==> src/rtl/adder_seq.sv <==
// Multi-cycle N-bit adder, K bits per cycle, valid/ready on both sides.
// Define ADDER_SEQ_OVF_EN to add the registered signed-overflow output ovf.
module adder_seq #(
  parameter int N = 16,
  parameter int K = 4
) (
  input  logic         clk,
  input  logic         rst,
  input  logic         in_valid,
  output logic         in_ready,
  input  logic [N-1:0] a,
  input  logic [N-1:0] b,
  input  logic         ci,
  output logic         out_valid,
  input  logic         out_ready,
  output logic [N-1:0] sum,
  output logic         co
`ifdef ADDER_SEQ_OVF_EN
  ,
  output logic         ovf
`endif
);

  localparam int C  = (K > 0) ? N / K : 1;
  localparam int IW = (C > 1) ? $clog2(C) : 1;
  localparam logic [IW-1:0] LAST = IW'(C - 1);

  generate
    if (K < 1 || K > N || (N % ((K > 0) ? K : 1)) != 0) begin : g_bad_param
      $error("adder_seq: need 1 <= K <= N and N a multiple of K");
    end
  endgenerate

  typedef enum logic [1:0] {
    IDLE,
    RUN,
    DONE
  } state_e;

  state_e        state_q, state_d;
  logic [N-1:0]  a_q, a_d;
  logic [N-1:0]  b_q, b_d;
  logic [N-1:0]  sum_q, sum_d;
  logic          carry_q, carry_d;
  logic          co_q, co_d;
  logic [IW-1:0] idx_q, idx_d;

  logic [K-1:0]  ach, bch, s;
  logic          c;

`ifdef ADDER_SEQ_OVF_EN
  logic          ovf_q, ovf_d;
`endif

  always_comb begin
    ach    = a_q[int'(idx_q)*K +: K];
    bch    = b_q[int'(idx_q)*K +: K];
    {c, s} = {1'b0, ach} + {1'b0, bch} + {{K{1'b0}}, carry_q};
  end

  always_comb begin
    state_d = state_q;
    a_d     = a_q;
    b_d     = b_q;
    sum_d   = sum_q;
    carry_d = carry_q;
    co_d    = co_q;
    idx_d   = idx_q;
`ifdef ADDER_SEQ_OVF_EN
    ovf_d   = ovf_q;
`endif
    unique case (state_q)
      IDLE: begin
        if (in_valid) begin
          a_d     = a;
          b_d     = b;
          carry_d = ci;
          idx_d   = '0;
          sum_d   = '0;
          state_d = RUN;
        end
      end
      RUN: begin
        sum_d[int'(idx_q)*K +: K] = s;
        carry_d = c;
        idx_d   = idx_q + 1'b1;
        if (idx_q == LAST) begin
          co_d    = c;
`ifdef ADDER_SEQ_OVF_EN
          // carry into MSB is recovered from the MSB sum bit
          ovf_d   = s[K-1] ^ ach[K-1] ^ bch[K-1] ^ c;
`endif
          state_d = DONE;
        end
      end
      DONE: begin
        if (out_ready) state_d = IDLE;
      end
      default: state_d = IDLE;
    endcase
  end

  always_ff @(posedge clk or posedge rst) begin
    if (rst) begin
      state_q <= IDLE;
      a_q     <= '0;
      b_q     <= '0;
      sum_q   <= '0;
      carry_q <= 1'b0;
      co_q    <= 1'b0;
      idx_q   <= '0;
`ifdef ADDER_SEQ_OVF_EN
      ovf_q   <= 1'b0;
`endif
    end else begin
      state_q <= state_d;
      a_q     <= a_d;
      b_q     <= b_d;
      sum_q   <= sum_d;
      carry_q <= carry_d;
      co_q    <= co_d;
      idx_q   <= idx_d;
`ifdef ADDER_SEQ_OVF_EN
      ovf_q   <= ovf_d;
`endif
    end
  end

  assign in_ready  = (state_q == IDLE);
  assign out_valid = (state_q == DONE);
  assign sum       = sum_q;
  assign co        = co_q;
`ifdef ADDER_SEQ_OVF_EN
  assign ovf       = ovf_q;
`endif

endmodule

==> config.mk <==
export PLATFORM = sky130hd
export DESIGN_NAME = adder_seq
export DESIGN_NICKNAME = d
export VERILOG_FILES = /design/src/rtl/adder_seq.sv
export SDC_FILE = /design/constraint.sdc
export NUM_CORES = 1
export LEC_CHECK = 0
export BUFFER_PORTS_ARGS = -buffer_cell sky130_fd_sc_hd__buf_2
export CORE_UTILIZATION = 54
export CTS_CLUSTER_SIZE = 10
export DETAILED_ROUTE_END_ITERATION = 7
export MAX_ROUTING_LAYER = met4
export PLACE_DENSITY = 0.8
export SLEW_MARGIN = 10
export SYNTH_ARGS = -nofsm -noshare
export SYNTH_HDL_FRONTEND = slang
export SYNTH_SLANG_ARGS = --single-unit
export TNS_END_PERCENT = 100
==> constraint.sdc <==
create_clock -name clk -period 2.9 [get_ports clk]
set_input_delay 0.145 -clock clk [delete_from_list [all_inputs] [get_ports clk]]
set_output_delay 0.145 -clock clk [all_outputs]
set_load 0.02 [all_outputs]
==> impl_results.md <==
- Worst-path fanout max: 6
- Layout net count: 273
- Crit-path slowest cell: mux4_2
- Core Box Area: 4474 um^2
- First-pass GRT wire length: 8.010 mm
- Via Count: 1,612
- Final HPWL DP: 3.462 mm
- Clk_lat worst skew: 300 ps
- Vias in the first global route: 1,687
- Startpoint Class: flop
- Combinational share of power: 0.518
- Crit end category: flop
- Sink Count: 54
- Cell depth of the worst setup path: 6
- Met2 usage: 0.3397
- Ant. Diodes: 0
- 1st-iter DRT viols: 91
- Reg2reg setup slack: 320 ps
- Clock skew: 7.323 ps
- Fmax: 388.2 MHz
- Die Wd: 71.02 um
- WP data required: 3070 ps
- DRC errors left: 3
- Non-Filler Instances: 279
- Post-synth top area cell: dfrtp_1
- Hold crit path type: in2async
- Post-Place Cells: 272
- Worst Slack Setup Final: 323.8 ps
- Share of layout cells above drive strength 1: 0.4581
- GPL Wtd Cong: 0.7732
- DRT Wirelength: 4.656 mm
- Cts hold-fix bufs: 0
- Net load switching power: 1.463 mW
- Setup Viol. Count Final: 0
- Distinct cells, synth: 31
- CTS tree: yes
- Internal: 2.172 mW
- Leakage Power: 1.404 nW
- Seq cells post-synth: 54
- WS Path Type: reg2reg
- Drt via density: 5.778
- Synth-to-Final Area Change: 14.30%
- Post-synth top flop: dfrtp_1
- Tot GR Track Use: 0.2141
- Synthesized area per cell: 15.13 um^2
- Synthesized area: 2572 um^2
- Post-CTS Repair Setup Buffers: 0
- Power Density: 1236 nW/um^2
- Die extent in y: 71.02 um
- Crit path time final: 2576 ps
- Setup crit end: carry_q$_DFFE_PP0P_
- CTS clock-pin slew for the worst setup and hold paths: 90 ps
- TritonCTS buffer count: 5
- Gr busiest metal: met2
- Crit path buffers/inverters: 0
- DP Worst Slack: 316.0 ps
- CP cell instances: mux4_2 -> fa_1 -> fa_1 -> a21o_1 -> a21oi_1 -> o221ai_1
- Most frequent CP cell: fa_1
- Multi-input logic area: 1145 um^2
- Initial cell density of the core: 0.5749
- Gr ovfl total: 0
- Die ar.: 5044 um^2
- Kind of cell adding the most delay to the critical path: adder cells
- Setup TNS: 0 ps
- Failing checks: design-rule violations, negative hold slack
- Worst-margin pin slew: 903.9 ps
- Root Buffer: clkbuf_8
- Rel. slew slack: 0.3967
- Final hold violations: 9
- GR Layer Usage met1: 0.2792
- Largest net degree at the start of global routing: 55
- # fillers: 336
- Detail Route Antenna Nets: 0
- Bufs on Longest Clock Path: 2
- Reg power frac: 0.374
- Row count: 24
- Share of the synthesized area in the top cell type: 0.5253
- Post-Syn Nets: 216
- Worst path max stage delay: 590 ps
- Critical Path AT: 2740 ps
- Sequential Area: 1351 um^2
- I/O Buffers: 55
- Reg2reg end: carry_q$_DFFE_PP0P_
- R2R Path Start: idx_q[0]$_DFFE_PP0P_
- Number of synthesized flops with an enable pin: 0
- Sw frac: 0.4025
- Period utilisation layout: 0.8883
- Grt met3 use: 0.04131
- Drt pass-1 iters: 6
- Max IR drop VDD: 0.7648 mV
- Worst reg-to-reg path cell count: 6
- Post-synth ARST share: 1.000
- Worst Setup SP: idx_q[0]$_DFFE_PP0P_
- Status: complete, but fails checks
- Register area share after synthesis: 0.5253
- Largest cells by area after synthesis: dfrtp_1 (53%), mux2_2 (11%), mux4_2 (7.0%)
- Synth Warn #: 0
- Hold slack final: -2.534 ps
- DR WL/cell: 16.69 um
- Slew Viols, Final: 0
- Resize count post-CTS: 0
- H-tree levels: 2
- Initial antenna violation count: 0
- Gate Count Post-Synth: 170
- RSZ-0062 raised after global routing: false
- Io pins: 56
- Clock share of power: 0.108
- Max Cap Violations: 0
-- power by group through the flow --
stage	sequential, mW	combinational, mW	clock (mW)
finish	1.36	1.88	0.392
detailed placement	1.38	1.89	0
global route	1.41	2.07	0.423
CTS	1.36	1.89	0.401
global placement	1.37	1.82	0
floorplan	1.34	1.49	0
-- metrics by stage --
stage	utilization	power, mW	area [um^2]
2_1_floorplan	-	2.829	2572
3_3_place_gp	0.6398	3.188	2863
3_5_place_dp	0.6398	3.262	2863
4_1_cts	0.6569	3.654	2939
5_1_grt	0.6572	3.908	2940
6_report	0.6572	3.635	2940
-- registers in the layout (all words and copies together), names as in the netlist --
signal	count
a_q	16
sum	16
b_q	16
idx_q	2
carry_q	1
co	1
state_q	2
-- synth_stat cells, types with 2 or more instances --
cell type,instances
a32o_1,4
nand3b_1,2
a22o_1,12
nand2b_1,2
buf_6,4
ha_1,7
dfrtp_1,54
a21o_1,5
fa_1,2
mux2_2,24
mux2_1,8
a21oi_1,2
nand2_1,11
buf_4,2
o21bai_1,2
nor2_1,2
o21ai_0,2
nor4b_4,3
inv_1,3
mux4_2,8
-- area by class of cell --
| cell class | count | share of cell area |
|---|---|---|
| multi-input cells | 106 | 0.3894 |
| inverters | 3 | 0.004255 |
| flip-flops and latches | 54 | 0.4596 |
| well taps | 52 | 0.02213 |
| clock buffers | 7 | 0.02596 |
| repair buffers | 57 | 0.09872 |
-- placed cells by master, fill, tap and decap left out, types with 2 or more instances in the layout --
cell       n
buf_2     55
dfrtp_1   54
mux2_2    24
a22o_1    12
nand2_1   11
mux2_1     8
mux4_2     8
ha_1       7
a21o_1     5
clkbuf_8   5
a32o_1     4
nor4b_4    3
nand3b_1   2
nand2b_1   2
o21bai_1   2
o21ai_0    2
nor2_1     2
a21oi_1    2
inv_1      2
fa_1       2
clkbuf_1   2
buf_4      2
-- worst min path at each step --
| stage | cells after the start | start | end |
|---|---|---|---|
| finish | 2 | rst | sum[2]$_DFFE_PP0P_ |
| global route | 2 | b[6] | b_q[6]$_DFFE_PP0P_ |
| CTS | 2 | b[7] | b_q[7]$_DFFE_PP0P_ |
| detailed placement | 2 | b[7] | b_q[7]$_DFFE_PP0P_ |
| global placement | 2 | b[6] | b_q[6]$_DFFE_PP0P_ |
| floorplan | 2 | ci | carry_q$_DFFE_PP0P_ |
-- cell families after synthesis --
kind of cell	Yosys count	share of synthesized area
AOI/OAI and AO/OA	29	0.09096
xor gates and xnor gates	1	0.003405
adders and majority gates	9	0.04961
buffers and inverters	10	0.02966
DFF	54	0.5253
muxes	40	0.2101
and+or+nand+nor	27	0.09096
-- metal layers --
layer / part of all wire / vias to the layer above
li1: - / 749
met1: 0.46 / 812
met2: 0.49 / 45
met3: 0.040 / 6
met4: 0.014 / 0
met5: 0 / -
(Power assumes the default switching activity.)
